File: src/rtl/debounce_edge_array_pkg.sv
// Shared defaults, the per-channel output record and a width helper for the
// debounce_edge_array slice.
package debounce_edge_array_pkg;

   localparam int SYNC_STAGES_DEFAULT  = 32'sd2;
   localparam int PRESCALE_LG_DEFAULT  = 32'sd10;
   localparam int STABLE_TICKS_DEFAULT = 32'sd16;

   typedef struct packed {
      logic level;
      logic rise;
      logic fall;
   } chan_out_t;

   // Bits needed to count 0..value-1, never less than one bit.
   function automatic int clog2_min1(input int value);
      return (value > 32'sd1) ? $clog2(value) : 32'sd1;
   endfunction

endpackage

File: src/rtl/debounce_channel.sv
// One debounce channel: input synchroniser, stability counter, accepted level
// and registered one-cycle rise/fall pulses.
module debounce_channel
   import debounce_edge_array_pkg::*;
#(
   parameter int SYNC_STAGES  = SYNC_STAGES_DEFAULT,
   parameter int STABLE_TICKS = STABLE_TICKS_DEFAULT
) (
   input  logic      clk,
   input  logic      reset,
   input  logic      raw,
   input  logic      tick,
   input  logic      primed_int,
   output chan_out_t chan
);

   localparam int               CNT_W    = clog2_min1(STABLE_TICKS);
   localparam logic [CNT_W-1:0] CNT_LAST = CNT_W'(STABLE_TICKS - 32'sd1);
   localparam logic [CNT_W-1:0] CNT_ONE  = CNT_W'(32'sd1);

   logic [SYNC_STAGES-1:0] sync_r;
   logic                   synced_s;
   logic [CNT_W-1:0]       cnt_r;
   logic                   level_r;
   logic                   rise_r;
   logic                   fall_r;

   assign synced_s = sync_r[SYNC_STAGES-1];

   // Synchroniser shift chain for the asynchronous raw input.
   always_ff @(posedge clk or negedge reset) begin
      if (!reset) begin
         sync_r <= '0;
      end else begin
         sync_r <= {sync_r[SYNC_STAGES-2:0], raw};
      end
   end

   // Stability qualification; while unprimed the level tracks the synchroniser
   // so the zero reset state never produces a false edge.
   always_ff @(posedge clk or negedge reset) begin
      if (!reset) begin
         cnt_r   <= '0;
         level_r <= 1'b0;
         rise_r  <= 1'b0;
         fall_r  <= 1'b0;
      end else if (!primed_int) begin
         cnt_r   <= '0;
         level_r <= synced_s;
         rise_r  <= 1'b0;
         fall_r  <= 1'b0;
      end else if (synced_s == level_r) begin
         cnt_r  <= '0;
         rise_r <= 1'b0;
         fall_r <= 1'b0;
      end else if (tick && (cnt_r == CNT_LAST)) begin
         cnt_r   <= '0;
         level_r <= synced_s;
         rise_r  <= synced_s;
         fall_r  <= ~synced_s;
      end else if (tick) begin
         cnt_r  <= cnt_r + CNT_ONE;
         rise_r <= 1'b0;
         fall_r <= 1'b0;
      end else begin
         rise_r <= 1'b0;
         fall_r <= 1'b0;
      end
   end

   assign chan = '{level: level_r, rise: rise_r, fall: fall_r};

endmodule

File: src/rtl/debounce_edge_array.sv
// Multi-channel debouncer with per-channel stability counters, a shared tick
// prescaler and a start-up priming window.
module debounce_edge_array
   import debounce_edge_array_pkg::*;
#(
   parameter int WIDTH        = 32'sd4,
   parameter int SYNC_STAGES  = SYNC_STAGES_DEFAULT,
   parameter int PRESCALE_LG  = PRESCALE_LG_DEFAULT,
   parameter int STABLE_TICKS = STABLE_TICKS_DEFAULT
) (
   input  logic             clk,
   input  logic             reset,
   input  logic [WIDTH-1:0] raw_in,
   output logic [WIDTH-1:0] debounced_out,
   output logic [WIDTH-1:0] rise_pulse,
   output logic [WIDTH-1:0] fall_pulse,
   output logic             primed
);

   localparam int                 PRIME_W    = clog2_min1(SYNC_STAGES + 32'sd1);
   localparam logic [PRIME_W-1:0] PRIME_LAST = PRIME_W'(SYNC_STAGES);
   localparam logic [PRIME_W-1:0] PRIME_ONE  = PRIME_W'(32'sd1);

   logic [PRIME_W-1:0] prime_cnt_r;
   logic               primed_r;
   logic               tick_s;
   chan_out_t          chan_s [WIDTH];

   // Prime counter saturates at SYNC_STAGES; priming ends on that edge.
   always_ff @(posedge clk or negedge reset) begin
      if (!reset) begin
         prime_cnt_r <= '0;
         primed_r    <= 1'b0;
      end else begin
         primed_r <= (prime_cnt_r == PRIME_LAST);
         if (prime_cnt_r != PRIME_LAST) begin
            prime_cnt_r <= prime_cnt_r + PRIME_ONE;
         end else begin
            prime_cnt_r <= prime_cnt_r;
         end
      end
   end

   assign primed = primed_r;

   generate
      if (PRESCALE_LG == 0) begin : g_no_prescale
         assign tick_s = 1'b1;
      end else begin : g_prescale
         logic [PRESCALE_LG-1:0] presc_r;

         // Free-running prescaler; a tick is the all-ones state.
         always_ff @(posedge clk or negedge reset) begin
            if (!reset) begin
               presc_r <= '0;
            end else begin
               presc_r <= presc_r + PRESCALE_LG'(32'sd1);
            end
         end

         assign tick_s = &presc_r;
      end

      for (genvar i = 0; i < WIDTH; i++) begin : g_chan
         debounce_channel #(
            .SYNC_STAGES  (SYNC_STAGES),
            .STABLE_TICKS (STABLE_TICKS)
         ) u_chan (
            .clk        (clk),
            .reset      (reset),
            .raw        (raw_in[i]),
            .tick       (tick_s),
            .primed_int (primed_r),
            .chan       (chan_s[i])
         );

         assign debounced_out[i] = chan_s[i].level;
         assign rise_pulse[i]    = chan_s[i].rise;
         assign fall_pulse[i]    = chan_s[i].fall;
      end
   endgenerate

endmodule
File: config.mk
export PLATFORM = sky130hd
export DESIGN_NAME = debounce_edge_array
export DESIGN_NICKNAME = d
export VERILOG_FILES = /design/src/rtl/debounce_edge_array_pkg.sv /design/src/rtl/debounce_channel.sv /design/src/rtl/debounce_edge_array.sv
export SDC_FILE = /design/constraint.sdc
export NUM_CORES = 1
export LEC_CHECK = 0
export BUFFER_PORTS_ARGS = -buffer_cell sky130_fd_sc_hd__clkbuf_2
export CORE_UTILIZATION = 61
export CTS_BUF_LIST = sky130_fd_sc_hd__clkbuf_8
export CTS_CLUSTER_SIZE = 8
export DETAILED_ROUTE_END_ITERATION = 10
export GPL_ROUTABILITY_DRIVEN = 0
export PLACE_DENSITY = 0.81
export SLEW_MARGIN = 5
export SYNTH_ARGS = -nofsm -noshare
export SYNTH_HDL_FRONTEND = slang
export SYNTH_SLANG_ARGS = --single-unit
File: constraint.sdc
create_clock -name clk -period 1.9 [get_ports clk]
set_input_delay 0.38 -clock clk [delete_from_list [all_inputs] [get_ports clk]]
set_output_delay 0.38 -clock clk [all_outputs]
set_load 0.05 [all_outputs]
==> results of run 1 <==
-- sequential cells by signal (all words and copies together) (netlist names) --
signal,cells
g_prescale.presc_r,10
g_chan.u_chan.cnt_r,16
g_chan.u_chan.sync_r,8
g_chan.u_chan.rise_r,4
prime_cnt_r,2
g_chan.u_chan.fall_r,4
primed,1
g_chan.u_chan.level_r,4
-- cell usage after synthesis --
cell / number
sky130_fd_sc_hd__buf_2: 1
sky130_fd_sc_hd__nor2b_1: 1
sky130_fd_sc_hd__a211oi_1: 2
sky130_fd_sc_hd__nand3_1: 8
sky130_fd_sc_hd__o31ai_1: 4
sky130_fd_sc_hd__nand4_1: 2
sky130_fd_sc_hd__and4_4: 1
sky130_fd_sc_hd__a21boi_0: 4
sky130_fd_sc_hd__mux2_2: 4
sky130_fd_sc_hd__o21ai_0: 1
sky130_fd_sc_hd__and2_1: 1
sky130_fd_sc_hd__xor2_1: 7
sky130_fd_sc_hd__or3_1: 4
sky130_fd_sc_hd__nor2_1: 5
sky130_fd_sc_hd__or4_1: 4
sky130_fd_sc_hd__buf_4: 13
sky130_fd_sc_hd__xnor2_1: 8
sky130_fd_sc_hd__nand3_2: 1
sky130_fd_sc_hd__a21oi_1: 16
sky130_fd_sc_hd__dfrtp_1: 49
sky130_fd_sc_hd__nor3b_1: 8
sky130_fd_sc_hd__clkbuf_1: 2
sky130_fd_sc_hd__ha_1: 6
sky130_fd_sc_hd__a31o_2: 2
sky130_fd_sc_hd__and3_1: 6
sky130_fd_sc_hd__nand2_1: 23
sky130_fd_sc_hd__and3_2: 1
sky130_fd_sc_hd__buf_6: 1
sky130_fd_sc_hd__inv_1: 6
-- worst paths after layout --
path	cells past startpoint	start	end	slack, ns
worst max register to register	5	g_prescale.presc_r[0]	g_chan[0].u_chan.level_r	0.15
min in group clk	1	raw_in[3]	g_chan[3].u_chan.sync_r[0]	0.19
worst min-delay path	2	reset	g_chan[3].u_chan.fall_r	0.16
max in group asynchronous	2	reset	g_chan[0].u_chan.rise_r	1.31
worst max-delay path	5	g_prescale.presc_r[0]	g_chan[0].u_chan.level_r	0.15
worst min register to register	0	g_chan[2].u_chan.sync_r[0]	g_chan[2].u_chan.sync_r[1]	0.35
-- cells by family (layout without fill, tap and decap cells) --
kind of cell / Yosys count / after routing / share of synthesized area [%]
xor gates and xnor gates: 15 / 15 / 6.11
and+or+nand+nor: 65 / 65 / 16.3
AOI/OAI and AO/OA: 29 / 29 / 8.26
buffers and inverters: 23 / 35 / 6.69
muxes: 4 / 4 / 2.09
DFF: 49 / 49 / 57.0
adders and majority gates: 6 / 6 / 3.49
-- cells in the final DEF (no fill, tap or decap), types with 5 or more instances in the layout --
master                     count
sky130_fd_sc_hd__nor2_1        5
sky130_fd_sc_hd__nand2_1      23
sky130_fd_sc_hd__xnor2_1       8
sky130_fd_sc_hd__nand3_1       8
sky130_fd_sc_hd__inv_1         7
sky130_fd_sc_hd__clkbuf_8      6
sky130_fd_sc_hd__dfrtp_1      49
sky130_fd_sc_hd__and3_1        5
sky130_fd_sc_hd__a21oi_1      16
sky130_fd_sc_hd__clkbuf_2     18
sky130_fd_sc_hd__ha_1          6
sky130_fd_sc_hd__xor2_1        7
sky130_fd_sc_hd__nor3b_1       8
-- layout make-up --
class	instances	area (um^2)	share of cell area (%)
clock buffers	6	82.6	3.58
clock inverters	1	3.75	0.163
inverters	6	22.5	0.977
multi-input cells	119	793	34.4
flip-flops and latches	49	1230	53.2
well taps	46	57.6	2.50
repair buffers	22	120	5.21
-- layer usage --
layer | vias up | part of all wire [%] | track usage, % | routed length (um)
met2 | 21 | 50 | 35.7 | 1740
met5 | - | 0 | 0 | 0
met3 | 4 | 2.8 | 4.41 | 97
met1 | 681 | 46 | 27.0 | 1590
met4 | 0 | 1.2 | 8.57 | 40
li1 | 668 | - | - | -
-- report_power, final --
group / internal [mW] / switching, mW / total, mW
Combinational: 0.0190 / 0.0527 / 0.0718
Clock: 0.284 / 0.308 / 0.591
Sequential: 1.05 / 0.0118 / 1.07
Total: 1.36 / 0.372 / 1.73
-- critical path: stages (launching register included) --
cell and delay (ns):
sky130_fd_sc_hd__dfrtp_1 0.40, sky130_fd_sc_hd__ha_1 0.22, sky130_fd_sc_hd__and3_2 0.24, sky130_fd_sc_hd__and3_4 0.22, sky130_fd_sc_hd__a21boi_0 0.19, sky130_fd_sc_hd__mux2_2 0.36
-- metrics by stage --
stage                     hold WS, ns  power, mW  cells
after floorplan                0.0844       1.13    191
after global placement          0.334       1.16    242
after detailed placement        0.340       1.16    242
after CTS                       0.178       1.75    249
after global routing            0.173       1.81    249
final                           0.164       1.73    249
-- repair_timing --
| item | in CTS | in global routing |
|---|---|---|
| endpoints found under the setup margin | 0 | 13 |
| resized for setup | 0 | 5 |
| buffers inserted | 0 | 0 |
| hold buffers | 0 | 0 |
==> summary.md, run 1 <==
The final critical path takes up 92.1% of the cycle. In the global route stage, overall resource usage came out at 21.2%. Setup violations remaining at the end of the flow were counted as 0. The logs give 59.5% for the tightest slew margin relative to the limit and 0.00221 mm^2 for the standard cell area after detailed placement.

The total number of clock tree sinks is 49. The number of global-route vias before repair was 1288; the number of H-tree levels was 2. For this configuration, the core starts out at a cell density of 64.0%. Using the TritonRoute via totals, the vias-per-cell ratio works out to 5.52. For this run, the top clock speed supported by timing is 0.572 GHz. TritonCTS built the clock tree.

Setup repair after global routing left no endpoint under its margin. Sorting the synthesized cells by area gives the leading types as sky130_fd_sc_hd__dfrtp_1, sky130_fd_sc_hd__buf_4, sky130_fd_sc_hd__nand2_1. The first global-routing pass estimated 5.64 mm of wire.

Once detailed placement completed, the half-perimeter wirelength came to 2.42 mm. The tools report the antenna cell count as 0. The first routing iteration left 62 violations. The reported leakage power was 1.06 nW; the vertical die dimension was 61.4 um. During I/O placement, the number of pins put on the boundary was 19. The area of the core is 0.00336 mm^2. The area added between synthesis and finish was 7.21%; the post-route cell area was 0.00231 mm^2. The number of cells produced by synthesis is 191, and the clock period minus worst slack is 1.75 ns. The Yosys step of the flow raised 0 warnings. After the last flow step, the layout net total stands at 215. After layout, the worst setup slack is 0.150 ns. The maximum fanout along the worst path came out at 11.

Each instance of the synthesized netlist takes up on average 11.3 um^2. The cell at the root of the clock tree is sky130_fd_sc_hd__clkbuf_8. After clock tree synthesis, the clock-pin slew on the worst setup and hold paths is 0.08 ns.

For the number of pins with negative max-slew slack in the final report, the log shows 0. In the routed design, unresolved DRC markers number 0. For the pin with the worst max-slew slack, the measured transition is 0.607 ns. The floorplan step set the die width to 61.4 um.

The logs give 3.47 mm for the post-detailed-routing wire length and 1.93 ns for the data arrival time of the critical path. The deepest clock path buffer count was 2; the wire length per cell was 13.9 um. The worst clock skew is 0.00693 ns, and the sum of negative setup slack is 0 ns. At the later pin of the worst-skew pair, clock insertion delay measures 0.29 ns. Row generation in the floorplan step produced 21 rows.

The largest area contributor in the synthesized netlist was sky130_fd_sc_hd__dfrtp_1. In this run the power density over the cells is 750 mW/mm^2. The tools report the largest net degree at the start of global routing as 50.

For the number of buffers created by CTS, the log shows 5. For this block, the via count after detailed routing is 1374. The number of optimization iterations in the first detailed-route pass came out at 4. Type of the setup path with the least slack: reg2reg. Fraction of layout cells with a size suffix above 1: 18.7%. For the synthesized cell area, the log shows 0.00215 mm^2. Across the run, the number of max-cap violations was 0. The run gives 275 as the count of filler cells inserted in the layout.

Cells fill 68.6% of the core in the end. During placement, the flow inserted port buffers numbering 18. The number of nets with antenna violations after routing is 0, and the largest voltage drop on the vdd net is 426 uV. For this run the aggregate overflow at the end of global routing stands at 0. For this run, the register share of the synthesized area comes to 57.0%. Synthesis instantiated 29 different standard cells from the library. Before CTS, the worst setup slack after placement is 0.0296 ns. Endpoint class of the critical path: a flip-flop. Synthesis produced a netlist with a net count of 203.

The tools report the kind of start point of the critical path as a flip-flop. The run finished with clean final reports. The run gives 0.00377 mm^2 as the area of the die.

The number of register bits inferred by synthesis was 49; the share of the synthesized area in the top cell type was 57.0%. The run gives 0 as the count of endpoints failing hold in the final timing report. The class of the tightest hold or removal check was in2async.

The required time of the worst setup path is 2.08 ns, and the number of antenna violations at the first check in global routing is 0.
No activity file was read; power rests on OpenSTA's default activity.
==> run 2: changes to the inputs <==
--- a/config.mk
+++ b/config.mk
@@ -12,6 +12,7 @@
 export DETAILED_ROUTE_END_ITERATION = 10
 export GPL_ROUTABILITY_DRIVEN = 0
 export PLACE_DENSITY = 0.81
+export RECOVER_POWER = 25
 export SLEW_MARGIN = 5
 export SYNTH_ARGS = -nofsm -noshare
 export SYNTH_HDL_FRONTEND = slang
==> run 2 against run 1 <==
Against the previous run:
- combinational power fell by 1%
- register-to-register slack barely moved
- worst hold slack gained 0.023 ns
- sequential power hardly changed
- wire length about the same
- setup slack did not move
- highest routed layer unchanged
- clock skew did not move
- critical path depth did not move
- largest power group unchanged
==> summary.md, run 2 (synthesis gave the netlist of run 1 again) <==
The clock period minus worst slack was 1.75 ns (unchanged). The total number of clock tree sinks is 49 (unchanged). The number of buffers added on ports works out to 18 (unchanged). The worst clock skew was 0.00693 ns (unchanged); the maximum fanout along the worst path was 11 (unchanged).

The run gives 5 (unchanged) as the number of buffers created by CTS. The top-level port count came out at 19 (unchanged). Setup repair after global routing left no endpoint under its margin. The logs give 1288 (unchanged) for the number of global-route vias before repair and 276 (was 275) for the count of filler cells inserted in the layout. The tools report the count of endpoints failing setup in the final report as 0 (unchanged). Most common cell after layout, fill and taps aside: sky130_fd_sc_hd__dfrtp_1 (unchanged). The data arrival time of the critical path was 1.93 ns (about the same); the slew at the pin closest to its max-slew limit was 1.18 ns (was 0.607 ns). The sum of negative setup slack is 0 ns (unchanged). The logs give 0 (unchanged) for the post-CTS setup repair buffer count and 1374 (unchanged) for the number of vias after detailed routing.

The run gives 0 (unchanged) as the antenna cell count. The logs give 4 (unchanged) for the number of optimization iterations in the first detailed-route pass and 21.2% (unchanged) for the global routing usage summed across all routing layers. Class of the tightest hold or removal check: in2reg (was in2async). The area of the multi-input gates was 793 um^2 (unchanged); the clock transition at the register clock pins on the worst setup and hold paths after CTS was 0.08 ns (about the same). Number of pins with negative max-slew slack in the final report: 0 (unchanged).

The flip-flop count of the largest register after layout is 16 (unchanged). TritonCTS built the clock tree. The DRC violations left is 0 (unchanged), and the initial core utilization is 64.0% (unchanged).

The largest voltage drop on the vdd net is 426 uV (about the same). The register with the most flip-flops was g_chan.u_chan.cnt_r (unchanged). The logs give 62 (unchanged) for the violation count after the first detailed-routing iteration and 0.00377 mm^2 (unchanged) for the area of the die.

Fraction of layout cells with a size suffix above 1: 18.7% (unchanged). The power per unit of standard cell area was 751 mW/mm^2 (was 750 mW/mm^2); the number of gates given a new drive strength after cts was 0 (unchanged). The deepest clock path buffer count is 2 (unchanged), and the reported leakage power is 1.06 nW (about the same). The run gives 215 (unchanged) as the number of nets in the final layout. The total global routing overflow is 0 (unchanged).

The count of hold buffers inserted by post-cts repair is 0 (unchanged). The tools report the required time of the worst setup path as 2.08 ns (about the same). The width of the die works out to 61.4 um (unchanged). The ratio of final minimum period to clock period was 92.1% (unchanged).

Registers with the most flip-flops: g_chan.u_chan.cnt_r (16), g_prescale.presc_r (10), g_chan.u_chan.sync_r (8) (unchanged). Kind of start point of the critical path: a flip-flop (unchanged). The detailed-route vias per instance works out to 5.52 (unchanged). The run gives 2 (unchanged) as the number of H-tree levels.

The logs give 0.00336 mm^2 (unchanged) for the area of the core and 0 (unchanged) for the number of antenna violations at the first check in global routing. The tools report the post-detailed-routing wire length as 3.47 mm (about the same). Number of non-filler instances in the completed layout: 249 (unchanged). The tightest slew margin relative to the limit was 21.4% (was 59.5%); the area added between synthesis and finish was 7.10% (was 7.21%).

The achievable frequency is 0.572 GHz (unchanged). The largest net degree at the start of global routing came out at 50 (unchanged). Most frequent cells in the layout: sky130_fd_sc_hd__dfrtp_1, sky130_fd_sc_hd__nand2_1, sky130_fd_sc_hd__clkbuf_2 (unchanged).

The cell at the root of the clock tree is sky130_fd_sc_hd__clkbuf_8 (unchanged). The placed wire-length estimate was 2.42 mm (unchanged). The flow ran to the end, and the final reports show no timing, DRC or antenna violations. The count of endpoints failing hold in the final timing report is 0 (unchanged), and the vertical die dimension is 61.4 um (unchanged). The wire length per cell came out at 13.9 um (about the same). For the number of rows in the core area, the log shows 21 (unchanged).

The endpoint class of the critical path was a flip-flop (unchanged). The clock latency reported for the late side of the worst-skew pair is 0.29 ns (about the same). The run gives 242 (unchanged) as the placed cell count. The number of nets with antenna violations after routing came out at 0 (unchanged).

The combined flip-flop and latch cell area was 0.00123 mm^2 (unchanged). The type of the setup path with the least slack is reg2reg (unchanged). The max-cap violation count was 0 (unchanged); the first-pass GRT wire length was 5.64 mm (unchanged).
run 2: changes by cell type in the layout (fill, tap and decap cells not counted):
| cell | change |
|---|---|
| sky130_fd_sc_hd__clkbuf_2 | +1 |
| sky130_fd_sc_hd__buf_4 | -1 |
run 2: path summary, 6_finish.rpt:
| check | startpoint | to | slack [ns] | cells past startpoint |
|---|---|---|---|---|
| max in group asynchronous | reset | g_chan[0].u_chan.rise_r | 0.79 | 2 |
| hold reg to reg | g_chan[2].u_chan.sync_r[0] | g_chan[2].u_chan.sync_r[1] | 0.35 | 0 |
| min in group asynchronous | reset | g_chan[3].u_chan.fall_r | 0.39 | 2 |
| setup / recovery | g_prescale.presc_r[0] | g_chan[0].u_chan.level_r | 0.15 | 5 |
| hold / removal | raw_in[3] | g_chan[3].u_chan.sync_r[0] | 0.19 | 1 |
| setup reg to reg | g_prescale.presc_r[0] | g_chan[0].u_chan.level_r | 0.15 | 5 |
run 2: metrics by stage:
step           worst slack (ns)  cell area, um^2  hold slack (ns)  total power [mW]  utilization, %
5_1_grt                  0.0705             2300            0.173              1.81            68.5
6_report                  0.150             2300            0.187              1.73            68.5
3_5_place_dp             0.0296             2210            0.340              1.16            65.6
3_3_place_gp             0.0971             2210            0.334              1.16            65.6
2_1_floorplan             0.128             2150           0.0844              1.13               -
4_1_cts                  0.0182             2290            0.178              1.75            68.2
run 2: routing by layer:
metal	GRT usage (%)	up-vias	wire (um)
li1	-	668	-
met1	27.0	681	1590
met2	35.7	21	1740
met3	4.41	4	97
met4	8.57	0	40
met5	0	-	0
run 2: critical path, cell delays in order (launching register included):
cell                       delay (ns)
sky130_fd_sc_hd__dfrtp_1         0.40
sky130_fd_sc_hd__ha_1            0.22
sky130_fd_sc_hd__and3_2          0.24
sky130_fd_sc_hd__and3_4          0.22
sky130_fd_sc_hd__a21boi_0        0.19
sky130_fd_sc_hd__mux2_2          0.36
run 2: cell type report:
type                            count  share of cell area, %
Sequential cell                    49                   53.2
Timing Repair Buffer               22                   5.11
Clock inverter                      1                  0.163
Tap cell                           46                   2.50
Inverter                            6                  0.978
Multi-Input combinational cell    119                   34.4
Clock buffer                        6                   3.59
run 2: report_power, final:
| group | total (mW) | switching, mW | internal [mW] |
|---|---|---|---|
| Clock | 0.591 | 0.308 | 0.284 |
| Sequential | 1.07 | 0.0118 | 1.05 |
| Combinational | 0.0710 | 0.0527 | 0.0183 |
==> run 3: changes to the inputs <==
--- a/config.mk
+++ b/config.mk
@@ -11,6 +11,7 @@
 export CTS_CLUSTER_SIZE = 8
 export DETAILED_ROUTE_END_ITERATION = 10
 export GPL_ROUTABILITY_DRIVEN = 0
+export GPL_TIMING_DRIVEN = 0
 export PLACE_DENSITY = 0.81
 export RECOVER_POWER = 25
 export SLEW_MARGIN = 5
==> run 3 against run 2 <==
Against the previous run:
- wire length grew 12%
- clock-buffer cell count grew 1
- clock skew grew 0.0049 ns
==> summary.md, run 3 (synthesis gave the netlist of run 1 again) <==
The run gives 2.04 ns (was 1.93 ns) as the data arrival time of the critical path. The class of the tightest hold or removal check is in2reg (unchanged). The required time of the worst setup path was 2.10 ns (was 2.08 ns); the total number of clock tree sinks was 49 (unchanged).

The number of antenna violations at the first check in global routing was 0 (unchanged). The tools report the largest net degree at the start of global routing as 50 (unchanged). TritonCTS built the clock tree. The tools report the number of pins with negative max-slew slack in the final report as 0 (unchanged).

The cell at the root of the clock tree was sky130_fd_sc_hd__clkbuf_8 (unchanged). The global routing usage summed across all routing layers was 23.7% (was 21.2%). Launching element of the worst setup path: g_prescale.presc_r[0] (unchanged). The DRC violations left is 0 (unchanged). The launch point of the worst reg-to-reg path is g_prescale.presc_r[0] (unchanged). The area of the die was 0.00377 mm^2 (unchanged); the number of global-route vias before repair was 1430 (was 1288).

The run gives 0 (unchanged) as the count of endpoints failing setup in the final report. Flip-flop count of the largest register after layout: 16 (unchanged). The run gives 0 (unchanged) as the max-cap violation count. The most common cell after layout, fill and taps aside was sky130_fd_sc_hd__dfrtp_1 (unchanged). The tools report the post-detailed-routing wire length as 3.88 mm (was 3.47 mm). The tools report the kind of start point of the critical path as a flip-flop (unchanged).

The endpoint class of the critical path was a flip-flop (unchanged). The achievable frequency is 0.541 GHz (was 0.572 GHz). Number of buffers added on ports: 18 (unchanged). The wire length per cell came out at 14.7 um (was 13.9 um). The total global routing overflow was 0 (unchanged). The logs give 0 (unchanged) for the antenna cell count and 228 (was 215) for the number of nets in the final layout. The area added between synthesis and finish was 13.8% (was 7.10%); the number of optimization iterations in the first detailed-route pass was 5 (was 4). The termination of the worst setup path is g_chan[2].u_chan.level_r (was g_chan[0].u_chan.level_r). The run gives 2.71 mm (was 2.42 mm) as the placed wire-length estimate.

Clock period minus worst slack: 1.85 ns (was 1.75 ns). The worst clock skew is 0.0119 ns (was 0.00693 ns). The number of H-tree levels came out at 2 (unchanged). The vertical die dimension came out at 61.4 um (unchanged). The flow ran to the end, and the final reports show no timing, DRC or antenna violations.

The tightest slew margin relative to the limit was 20.7% (was 21.4%); the clock transition at the register clock pins on the worst setup and hold paths after CTS was 0.09 ns (was 0.08 ns). The power per unit of standard cell area is 740 mW/mm^2 (was 751 mW/mm^2). The number of cell instances on the worst register-to-register path is 6 (was 5). The tools report the reg-to-reg critical path endpoint as g_chan[2].u_chan.level_r (was g_chan[0].u_chan.level_r).

For the number of buffers created by CTS, the log shows 5 (unchanged). The deepest clock path buffer count was 2 (unchanged). The run gives 55 (was 62) as the violation count after the first detailed-routing iteration. The detailed-route vias per instance is 5.53 (was 5.52), and the area of the multi-input gates is 823 um^2 (was 793 um^2).

The run gives 6.25 mm (was 5.64 mm) as the first-pass GRT wire length. The number of rows in the core area is 21 (unchanged), and the area of the core is 0.00336 mm^2 (unchanged). The overall power after layout came out at 1.81 mW (was 1.73 mW).

The minimum setup slack among reg-to-reg paths was 0.05 ns (was 0.15 ns). The number of vias after detailed routing is 1455 (was 1374), and the combined flip-flop and latch cell area is 0.00123 mm^2 (unchanged). The ratio of final minimum period to clock period works out to 97.2% (was 92.1%).

The final worst hold slack is 0.171 ns (was 0.187 ns), and the top-level port count is 19 (unchanged). The fraction of layout cells with a size suffix above 1 came out at 27.6% (was 18.7%). The count of filler cells inserted in the layout is 267 (was 276).

Register with the most flip-flops: g_chan.u_chan.cnt_r (unchanged). Setup repair after global routing could not meet its margin everywhere. The maximum fanout along the worst path came out at 7 (was 11). The initial core utilization was 64.0% (unchanged); the clock latency reported for the late side of the worst-skew pair was 0.31 ns (was 0.29 ns). The count of endpoints failing hold in the final timing report came out at 0 (unchanged).

The number of nets with antenna violations after routing was 0 (unchanged). Registers with the most flip-flops: g_chan.u_chan.cnt_r (16), g_prescale.presc_r (10), g_chan.u_chan.sync_r (8) (unchanged). The run gives 579 uV (was 426 uV) as the largest voltage drop on the vdd net.

Width of the die: 61.4 um (unchanged). Most frequent cells in the layout: sky130_fd_sc_hd__dfrtp_1, sky130_fd_sc_hd__nand2_1, sky130_fd_sc_hd__clkbuf_2 (unchanged). Type of the setup path with the least slack: reg2reg (unchanged). The slew at the pin closest to its max-slew limit is 1.19 ns (was 1.18 ns). The reported leakage power came out at 1.14 nW (was 1.06 nW).
## run 3: changes by cell type in the layout (fill, tap and decap cells not counted), sizes merged
cell,change
clkinv,+1
inv,-1
clkbuf,+2
buf,+12
## run 3: worst max-delay path, stage by stage (launching register included)
cell and delay (ns):
sky130_fd_sc_hd__dfrtp_1 0.41, sky130_fd_sc_hd__ha_2 0.22, sky130_fd_sc_hd__and3_2 0.24, sky130_fd_sc_hd__and3_1 0.16
sky130_fd_sc_hd__buf_2 0.17, sky130_fd_sc_hd__a21boi_0 0.20, sky130_fd_sc_hd__mux2_2 0.35
## run 3: per-stage QoR
stage	util [%]	setup WS (ns)	cell area, um^2	std cells	setup TNS, ns
CTS	71.5	0.0509	2400	263	0
global route	72.8	-0.0352	2450	263	-0.109
global placement	68.3	-0.00251	2300	255	-0.00251
detailed placement	68.3	-0.0296	2300	255	-0.0391
finish	72.8	0.0529	2450	263	0
floorplan	-	0.128	2150	191	0
## run 3: worst min path at each step
stage               cells past startpoint                         end                       start
detailed placement                      0  g_chan[3].u_chan.sync_r[1]  g_chan[3].u_chan.sync_r[0]
finish                                  1  g_chan[0].u_chan.sync_r[0]                   raw_in[0]
CTS                                     1  g_chan[0].u_chan.sync_r[0]                   raw_in[0]
global route                            1  g_chan[3].u_chan.sync_r[0]                   raw_in[3]
floorplan                               0   g_chan[0].u_chan.cnt_r[0]                       reset
global placement                        0  g_chan[3].u_chan.sync_r[1]  g_chan[3].u_chan.sync_r[0]
## run 3: routing by layer
layer,GRT usage (%),vias to the layer above,wire length (um)
li1,-,693,-
met1,28.9,712,1620
met2,38.8,45,2020
met3,7.14,5,173
met4,11.4,0,55
met5,0,-,0
## run 3: cell type report
type | count | area share (%)
Multi-Input combinational cell | 119 | 33.6
Buffer | 17 | 5.16
Clock buffer | 7 | 3.94
Clock inverter | 1 | 0.204
Sequential cell | 49 | 50.1
Inverter | 6 | 0.920
Tap cell | 46 | 2.35
Timing Repair Buffer | 18 | 3.68
## run 3: power by group
part / leakage, nW / internal (mW) / switching, mW / total (mW)
Clock: 0.0542 / 0.329 / 0.337 / 0.666
Sequential: 0.632 / 1.05 / 0.0134 / 1.07
Combinational: 0.458 / 0.0233 / 0.0532 / 0.0765
Total: 1.14 / 1.41 / 0.404 / 1.81
## run 3: repair_timing
action                     in CTS  in global routing
gates cloned                    0                  0
setup endpoints to repair       5                 12
hold buffers                    0                  0
resized for setup               4                 10
setup buffers                   0                  0
